==> src/rtl/pwm_dac.sv <==
// pwm_dac: converts signed wave-generator samples into a PWM bitstream.
// A free-running period counter of 2^W-1 cycles is compared against an
// offset-binary duty value that only changes at period boundaries.
// Optional feature: define PWM_OVERRUN_EN to add the sticky overrun_o flag,
// which marks a sample overwritten before it could be used.
module pwm_dac #(
  parameter int unsigned N_FRAC = 7
) (
  input  logic                     clk_i,
  input  logic                     rst_i,
  input  logic                     enable_i,
  input  logic signed [N_FRAC:0]   data_i,
  input  logic                     data_valid_strobe_i,
  output logic                     pwm_o,
  output logic                     period_strobe_o
`ifdef PWM_OVERRUN_EN
  ,
  output logic                     overrun_o
`endif
);

  localparam int unsigned W = N_FRAC + 1;
  localparam int unsigned P = (2 ** W) - 1;
  localparam logic [W-1:0] CNT_LAST = W'(P - 1);
  localparam logic [W-1:0] MIDSCALE = {1'b1, {N_FRAC{1'b0}}};

  logic [W-1:0] cnt_q, cnt_d;
  logic [W-1:0] pending_q, pending_d;
  logic         pending_valid_q, pending_valid_d;
  logic [W-1:0] active_duty_q, active_duty_d;
  logic         pwm_q, pwm_d;
  logic         period_strobe_q, period_strobe_d;
`ifdef PWM_OVERRUN_EN
  logic         overrun_q, overrun_d;
`endif

  logic         cnt_wrap;
  logic [W-1:0] sample_duty;

  // Wrap detect and signed-to-offset-binary conversion of the incoming sample
  always_comb begin
    cnt_wrap    = (cnt_q == CNT_LAST);
    sample_duty = {~data_i[N_FRAC], data_i[N_FRAC-1:0]};
  end

  // Period counter: held at zero while disabled so counting restarts cleanly
  always_comb begin
    cnt_d = '0;
    if (enable_i && !cnt_wrap) begin
      cnt_d = cnt_q + W'(1);
    end
  end

  // Sample handoff: pending buffer captures strobes, active duty swaps only on wrap
  always_comb begin
    pending_d       = pending_q;
    pending_valid_d = pending_valid_q;
    active_duty_d   = active_duty_q;
`ifdef PWM_OVERRUN_EN
    overrun_d       = overrun_q;
`endif
    if (!enable_i) begin
      // Disabled: drop any queued sample but keep the current duty
      pending_valid_d = 1'b0;
`ifdef PWM_OVERRUN_EN
      overrun_d       = 1'b0;
`endif
    end else begin
      if (data_valid_strobe_i) begin
        pending_d = sample_duty;
      end
      if (cnt_wrap) begin
        // A strobe landing on the wrap cycle bypasses the pending buffer
        pending_valid_d = 1'b0;
        if (data_valid_strobe_i) begin
          active_duty_d = sample_duty;
        end else if (pending_valid_q) begin
          active_duty_d = pending_q;
        end
      end else if (data_valid_strobe_i) begin
        pending_valid_d = 1'b1;
`ifdef PWM_OVERRUN_EN
        if (pending_valid_q) begin
          overrun_d = 1'b1;
        end
`endif
      end
    end
  end

  // Output bit and start-of-period marker, both one cycle behind the counter
  always_comb begin
    pwm_d           = 1'b0;
    period_strobe_d = 1'b0;
    if (enable_i) begin
      pwm_d           = (cnt_q < active_duty_q);
      period_strobe_d = (cnt_q == '0);
    end
  end

  // State registers with asynchronous reset to midscale duty
  always_ff @(posedge clk_i or posedge rst_i) begin
    if (rst_i) begin
      cnt_q           <= '0;
      pending_q       <= '0;
      pending_valid_q <= 1'b0;
      active_duty_q   <= MIDSCALE;
      pwm_q           <= 1'b0;
      period_strobe_q <= 1'b0;
`ifdef PWM_OVERRUN_EN
      overrun_q       <= 1'b0;
`endif
    end else begin
      cnt_q           <= cnt_d;
      pending_q       <= pending_d;
      pending_valid_q <= pending_valid_d;
      active_duty_q   <= active_duty_d;
      pwm_q           <= pwm_d;
      period_strobe_q <= period_strobe_d;
`ifdef PWM_OVERRUN_EN
      overrun_q       <= overrun_d;
`endif
    end
  end

  assign pwm_o           = pwm_q;
  assign period_strobe_o = period_strobe_q;
`ifdef PWM_OVERRUN_EN
  assign overrun_o       = overrun_q;
`endif

endmodule

==> config.mk <==
export PLATFORM = sky130hd
export DESIGN_NAME = pwm_dac
export DESIGN_NICKNAME = d
export VERILOG_FILES = /design/src/rtl/pwm_dac.sv
export SDC_FILE = /design/constraint.sdc
export NUM_CORES = 1
export LEC_CHECK = 0
export BUFFER_PORTS_ARGS = -buffer_cell sky130_fd_sc_hd__buf_4
export CORE_ASPECT_RATIO = 1.2
export CORE_MARGIN = 10
export CORE_UTILIZATION = 50
export CTS_CLUSTER_DIAMETER = 40
export DETAILED_ROUTE_END_ITERATION = 16
export PLACE_DENSITY = 0.78
export SYNTH_ARGS = -nofsm -noshare
export SYNTH_HDL_FRONTEND = slang
export SYNTH_SLANG_ARGS = --single-unit
export TNS_END_PERCENT = 5
==> constraint.sdc <==
create_clock -name clk_i -period 1.9 [get_ports clk_i]
set_input_delay 0.285 -clock clk_i [delete_from_list [all_inputs] [get_ports clk_i]]
set_output_delay 0.285 -clock clk_i [all_outputs]
set_load 0.01 [all_outputs]
# [Yosys cells after proc, flatten, opt, wreduce, memory -nomap -nowiden]
# Cells that the tools add are included.
[word_totals] ff_bits=27 latch_bits=0 mem_bits_rw=0 mem_bits_ro=0 in_bits=12 out_inout_bits=2 elab_cells=25 mem_count=0
[op_classes] n_addsub=1 mul=0 div_mod_pow=0 order_cmp=1 eq_ne=2 shift=0 muxes=8 n_bitwise=1 n_reduce_logical=6
[ops] operator="$mux 8" n=3
[ops] operator="$add 8x1->8 const B" n=1
[ops] operator="$eq 8x8->1 const B" n=1
[ops] operator="$logic_not 8->1" n=1
[ops] operator="$lt 8x8->1" n=1
[ops] operator="$mux 1" n=5
[ops] operator="$ne 3x1->1 const B" n=1
[ops] operator="$reduce_and 3->1" n=1
[ops] operator="$reduce_and 2->1" n=1
[ops] operator="$reduce_bool 2->1" n=1
[ops] operator="$logic_and 1x1->1" n=1
[ops] operator="$logic_not 1->1" n=1
[ops] operator="$not 1->1" n=1

# [Longest topological paths before layout]
# Gate-level depths: netlist of the first run.
[depth] word_depth=4 ltp_mapped=5 ltp_nobuf=5

# [Worst setup path after synthesis of the first run]
# No wires, ideal clock.
[synth_path] path_kind="register -> register" start="register cnt_q[0]" end="register active_duty_q[0]" setup_time_ps=125 arrival_ps=1476 required_ps=1775 setup_slack_ps=299 path_stages_with_launch=6 path_buffers=0 period_less_slack_ps=1601 path_cell_list="dfrtp_1 inv_1 ha_1 nand3_1 nor3_4 mux2_4"
[synth_between] elab_chain_cells=2
[synth_rtl] item="start: declaration" line_no="27" text="logic [W-1:0] cnt_q, cnt_d;"
[synth_rtl] item="start signal: assignment" line_no="114" text="cnt_q <= cnt_d;"
[synth_rtl] item="$eq 8x8->1" line_no="42" text="cnt_wrap = (cnt_q == CNT_LAST);"
[synth_rtl] item="$reduce_and 3->1 (no source line)"
[synth_rtl] item="end signal: assignment" line_no="117" text="active_duty_q <= active_duty_d;"
[synth_rtl] item="end: declaration" line_no="30" text="logic [W-1:0] active_duty_q, active_duty_d;"
# No other way between the ends.
# A chain may end at the register's enable or synchronous reset.

# [Final worst setup path of the first run]
[layout_path] start="register cnt_q[0]" end="register active_duty_q[2]"
# Same word-level chain as after synthesis.

==> results of run 1 <==
[power by group]
group | switching, mW | internal, mW
clock network | 0.161 | 0.0822
logic | 0.0666 | 0.0706
registers | 0.0244 | 0.617
[worst register-to-register path, stage by stage (launching register included)]
cell and delay [ps]:
dfrtp_1 450, inv_1 100, ha_1 160, nand3_1 180, nor3_4 340, buf_4 220, mux2i_1 190
[worst max path at each step]
stage              from          endpoint  slack, ps  depth (start not counted)
6_report       cnt_q[0]  active_duty_q[2]        220                          6
5_1_grt        cnt_q[0]  active_duty_q[2]         70                          6
3_5_place_dp   cnt_q[0]  active_duty_q[2]        230                          6
2_1_floorplan  cnt_q[0]  active_duty_q[0]        300                          5
4_1_cts        cnt_q[0]  active_duty_q[2]        200                          6
3_3_place_gp   cnt_q[0]  active_duty_q[1]        270                          6
[stage by stage]
stage | instances | instance area (um2)
global route | 167 | 1559
global placement | 163 | 1533
detailed placement | 163 | 1533
floorplan | 116 | 1386
CTS | 167 | 1559
finish | 167 | 1559
[final cells by class]
cell class,count,area [um2]
sequential,27,676.9
multi-input combinational,76,656.9
clock buffer,4,26.28
tap,33,41.29
fill,230,1044
inverter,12,45.04
timing repair buffer,15,112.6
[cells by family (layout without fill, tap and decap cells)]
group,Yosys count,after routing
DFF,27,27
buffers and inverters,13,31
and+or+nand+nor,25,25
xor gates and xnor gates,3,3
adders and majority gates,10,10
muxes,22,22
AOI/OAI and AO/OA,16,16
[registers in the layout (all words and copies together), names as in the netlist]
| signal | count |
|---|---|
| pending_valid_q | 1 |
| cnt_q | 8 |
| period_strobe_o | 1 |
| pwm_o | 1 |
| active_duty_q | 8 |
| pending_q | 8 |
[placed cells by master, fill, tap and decap left out, drive strengths merged, types with 2 or more instances in the layout]
cell type / n
nand2: 4
mux2: 9
inv: 12
o2111a: 2
mux2i: 13
nor3b: 2
dfrtp: 26
xnor2: 2
and3: 2
clkbuf: 4
nand3: 2
o21ai: 7
ha: 10
nor2: 8
buf: 15
[metal layers]
| metal | vias up | share of wire |
|---|---|---|
| met1 | 446 | 0.44 |
| met4 | 0 | 0.010 |
| met5 | - | 0 |
| met2 | 14 | 0.51 |
| li1 | 444 | - |
| met3 | 5 | 0.041 |
==> impl_metrics.csv, run 1 <==
group,metric,value,unit
status,outcome,"complete, no violations",
timing,final.min_clock_period,1684,ps
worst_setup_path,cpPeakStageDelay,450,ps
drt,drc,0,
finish,drive_above_1_share,0.2313,
timing,period_share,0.8863,
floorplanning,initial_core_util,0.5327,
finish,fin_nets,157,
worst_setup_path,cp_top_family,"simple AND/OR/NAND/NOR gates",
pwr,vdd_ir_drop_max,471.0,uV
synthesis,syn_area,1386,um2
clock_network,htree_num_levels,1,
worst_setup_path,path_max_fanout,5,
synthesis,synth-xor-area-share,0.01895,
synthesis,synth-simple-area-share,0.1155,
finish,antennaDiodeCount,0,
timing,tightest_slew,456.7,ps
pwr,leakage,0.7969,nW
global_routing,gr-usage-met2,0.1810,
synthesis,synthTopCellsByArea,"dfrtp_1 (47%), mux2i_1 (9.4%), ha_1 (9.0%)",
floorplanning,core-area,2603,um2
drt,finalWirelength,2543,um
floorplanning,die_x,68.07,um
worst_setup_path,crit_path_start_kind,"flip-flop",
floorplanning,ios,14,
synthesis,ys_seq_area_frac,0.4883,
clock_network,numCtsBuffers,3,
finish,area_growth,12.46,%
timing,maxSlewHeadroom,0.6935,
pwr,total_power,1.022,mW
place,port_buffers,13,
clock_network,clk_pin_slew,140,ps
global_routing,grt-ovfl-total,0,
drt,drtAntennaViolNets,0,
timing,setup_viol,0,
synthesis,ys_ff_latch,27,
global_routing,top_usage_layer,"met2",
synthesis,ys_types,32,
floorplanning,die_h,77.68,um
clock_network,cts_hold_buf,0,
drt,vias_per_cell,5.443,
clock_network,clock-sinks,27,
global_routing,grt_first_pass_wirelength,4416,um
flow_run,max_cap_violations,0,
synthesis,synth-compound-area-share,0.07942,
synthesis,synthTopCellsByCount,"dfrtp_1 (26), mux2i_1 (13), inv_1 (12), ha_1 (10)",
worst_setup_path,crit_slowest_cell,"dfrtp_1",
worst_setup_path,path_buf_inv,2,
clock_network,cts_tree,"yes",
timing,hold_viol_final,0,
timing,drv_slew,0,
floorplanning,die_area,5288,um2
timing,setup_ws,216.1,ps
synthesis,yosysWarningCount,0,
worst_setup_path,crit_chain,"inv_1, ha_1, nand3_1, nor3_4, buf_4, mux2i_1",
timing,whs,4.952,ps
synthesis,avgSynthCellArea,11.95,um2
global_routing,grtUsageTotal,0.1031,
synthesis,ys.flop_type,"dfrtp_1",
worst_setup_path,cp-end-kind,"flip-flop",
synthesis,syn_nets,138,
synthesis,synth_top_family_by_area,"multiplexers",
worst_setup_path,cp_data_arrival_time,1940,ps
worst_setup_path,rr_endpoint,"active_duty_q[2]",
clock_network,clockBufferDepth,2,
synthesis,synth_most_common_cell,"dfrtp_1",
hold_path,hp-class,"in2async",
clock_network,cts_root_buffer,"clkbuf_4",
worst_setup_path,r2r_slack,220,ps
synthesis,synth_fa_ha_area_frac,0.09025,
worst_setup_path,crit_required,2160,ps
global_routing,antenna_found_initial,0,
synthesis,synth_top_cell_by_area,"dfrtp_1",
synthesis,muxShareOfSynthArea,0.1697,
global_routing,met3_usage,0.02730,
floorplanning,rows,20,
global_routing,grt_util_met1,0.1162,
drt,wl_per_cell,15.23,um
synthesis,async_flop_share,1.000,
drt,first_pass_iters,4,
finish,fin_util,0.5990,
worst_setup_path,crit_type,"reg2reg",
timing,max_freq,593.9,MHz
place,dp_hpwl,1967,um
clock_network,cts_setup_buffers,0,
place,gp_congestion,0.8610,
worst_setup_path,worstReg2RegStart,"cnt_q[0]",
drt,drt_iter0_markers,40,
global_routing,grt_pass1_vias,997,
synthesis,synth_edf_count,0,
timing,clock-skew-final,2.857,ps
place,preCtsSetupSlack,228.3,ps
timing,setup_tns,0,ps
global_routing,grt_max_degree,28,
clock_network,cts_resized,0,
worst_setup_path,r2r_cells,6,
synthesis,netlist.area_leader.share,0.4693,
pwr,power.density,655.5,nW/um2
clock_network,clock_latency,320,ps
timing,rsz0062_at_grt,"false",
synthesis,synth_cells,116,
drt,num_vias,909,
No activity file was read; power rests on OpenSTA's default activity.
==> run 2: changes to the inputs <==
- ABC_AREA: default -> 1
- CORE_UTILIZATION: 50 -> 55
- PLACE_DENSITY: 0.78 -> 0.84
==> impl_metrics.csv, run 2 <==
group,metric,value,unit
synthesis,ys_types,24,
worst_setup_path,rr_endpoint,"cnt_q[6]",
drt,wl_per_cell,11.50,um
place,gp_congestion,0.8399,
worst_setup_path,crit_path_frequent_cell,"inv_1",
worst_setup_path,crit_slowest_cell,"dfrtp_1",
status,outcome,"complete, no violations",
global_routing,grt-ovfl-total,0,
finish,layout_common_cells,"nand2_1 (43), dfrtp_1 (26), inv_1 (24)",
worst_setup_path,crit_type,"reg2reg",
floorplanning,ios,14,
worst_setup_path,crit_required,2110,ps
flow_run,max_cap_violations,0,
timing,setup_viol,0,
synthesis,ys.flop_type,"dfrtp_1",
synthesis,avgSynthCellArea,8.572,um2
finish,layoutNonFillerInstCount,216,
timing,final.min_clock_period,1514,ps
synthesis,synth_most_common_cell,"nand2_1",
finish,area_growth,10.43,%
timing,max_freq,660.4,MHz
clock_network,cts_resized,0,
synthesis,synth-compound-area-share,0.09991,
finish,reg_top3,"active_duty_q x8, cnt_q x8, pending_q x8",
clock_network,htree_num_levels,1,
clock_network,clock_latency,320,ps
synthesis,muxShareOfSynthArea,0.01564,
timing,rsz0062_at_grt,"false",
timing,tightest_slew,376.3,ps
place,port_buffers,13,
timing,clock-skew-final,6.306,ps
drt,drt_iter0_markers,26,
drt,drc,0,
worst_setup_path,worstReg2RegStart,"cnt_q[0]",
worst_setup_path,cp_data_arrival_time,1720,ps
synthesis,synth-simple-area-share,0.2311,
pwr,vdd_ir_drop_max,438.6,uV
worst_setup_path,crit_path_start_kind,"flip-flop",
clock_network,cts_root_buffer,"clkbuf_4",
timing,setup_tns,0,ps
synthesis,synthTopCellsByArea,"dfrtp_1 (45%), nand2_1 (11%), ha_1 (8.7%)",
global_routing,grt_first_pass_wirelength,4574,um
pwr,leakage,0.8409,nW
synthesis,synthTopCellsByCount,"nand2_1 (43), dfrtp_1 (26), inv_1 (24), o21ai_0 (18), nor2_1 (14)",
place,preCtsSetupSlack,432.5,ps
synthesis,synth-xor-area-share,0.01825,
finish,final_common_cell,"nand2_1",
clock_network,cts_tree,"yes",
pwr,power.density,638.9,nW/um2
clock_network,clk_pin_slew,140,ps
finish,seqCellArea,676.9,um2
clock_network,numCtsBuffers,3,
drt,vias_per_cell,4.977,
synthesis,synth_top_cell_by_area,"dfrtp_1",
synthesis,syn_nets,190,
worst_setup_path,cpPeakStageDelay,430,ps
place,dp_cells,212,
synthesis,synth_cells,168,
synthesis,ys_seq_area_frac,0.4700,
finish,drive_above_1_share,0.1639,
clock_network,clock-sinks,27,
synthesis,synth_edf_count,0,
synthesis,async_flop_share,1.000,
global_routing,grtUsageTotal,0.1085,
floorplanning,initial_core_util,0.5698,
floorplanning,die_h,76.06,um
timing,maxSlewHeadroom,0.7485,
global_routing,grt_pass1_vias,1083,
drt,first_pass_iters,4,
worst_setup_path,r2r_slack,390,ps
timing,hold_viol_final,0,
drt,finalWirelength,2484,um
synthesis,yosysWarningCount,0,
synthesis,synth_top_family_by_area,"simple AND/OR/NAND/NOR gates",
floorplanning,die_x,66.71,um
synthesis,synth_fa_ha_area_frac,0.08688,
drt,num_vias,1075,
place,dp_hpwl,1994,um
finish,multi_input_area,650.6,um2
timing,setup_ws,385.7,ps
drt,drtAntennaViolNets,0,
clock_network,cts_setup_buffers,0,
clock_network,cts_hold_buf,0,
floorplanning,core-area,2527,um2
finish,antennaDiodeCount,0,
worst_setup_path,path_max_fanout,8,
synthesis,ys_ff_latch,27,
timing,drv_slew,0,
global_routing,antenna_found_initial,0,
worst_setup_path,cp-end-kind,"flip-flop",
floorplanning,die_area,5074,um2
finish,fin_nets,206,
timing,period_share,0.7970,
global_routing,grt_max_degree,28,
synthesis,netlist.area_leader.share,0.4518,
worst_setup_path,r2r_cells,7,
finish,fillers,211,
synthesis,syn_area,1440,um2
clock_network,clockBufferDepth,2,
hold_path,hp-class,"in2async",
worst_setup_path,crit_chain,"inv_1, ha_1, inv_1, nor2_1, nand2_4, nand2_1, nor3_1",
floorplanning,rows,20,
run 2: cells by family (layout without fill, tap and decap cells):
logic type                 after synthesis  in the layout
muxes                                    2              2
and+or+nand+nor                         73             73
adders and majority gates               10             10
buffers and inverters                   27             42
AOI/OAI and AO/OA                       26             26
xor gates and xnor gates                 3              3
DFF                                     27             27
run 2: worst max path at each step:
stage	from	to	slack, ps	depth (start not counted)
3_5_place_dp	cnt_q[0]	cnt_q[6]	430	7
2_1_floorplan	cnt_q[0]	active_duty_q[1]	520	8
6_report	cnt_q[0]	cnt_q[6]	390	7
3_3_place_gp	cnt_q[0]	cnt_q[6]	500	7
5_1_grt	cnt_q[0]	cnt_q[6]	240	7
4_1_cts	cnt_q[0]	cnt_q[6]	400	7
run 2: stage by stage:
step | hold WS (ps) | utilization | total power [mW] | cell area [um2]
CTS | 15.45 | 0.6292 | 1.026 | 1590
detailed placement | 373.9 | 0.6188 | 0.7896 | 1564
global route | 25.17 | 0.6292 | 1.075 | 1590
floorplan | 337.0 | - | 0.7371 | 1440
finish | 2.779 | 0.6292 | 1.016 | 1590
global placement | 362.9 | 0.6188 | 0.7813 | 1564
run 2: area by class of cell:
type | instances | area share
Sequential cell | 27 | 0.4256
Timing Repair Buffer | 14 | 0.06609
Multi-Input combinational cell | 114 | 0.4091
Tap cell | 33 | 0.02596
Clock buffer | 4 | 0.01652
Inverter | 24 | 0.05665
run 2: power breakdown:
part,switching [mW],total [mW],internal (mW)
sequential,0.0225,0.638,0.615
clock,0.158,0.240,0.0821
combinational,0.0781,0.138,0.0602
total,0.258,1.02,0.758
run 2: critical path, delay by kind of cell, from the launching register on:
kind | cells | cell delay (ps)
buffers and inverters | 2 | 140
and+or+nand+nor | 4 | 670
adders and majority gates | 1 | 150
DFF | 1 | 430
run 2: per-layer routing:
| layer | wire length, um | part of all wire | GRT usage | up-vias |
|---|---|---|---|---|
| met5 | 0 | 0 | 0 | - |
| met4 | 23 | 0.0093 | 0.04832 | 0 |
| met3 | 123 | 0.050 | 0.03088 | 4 |
| met2 | 1239 | 0.50 | 0.1787 | 19 |
| met1 | 1097 | 0.44 | 0.1234 | 496 |
| li1 | - | - | - | 556 |
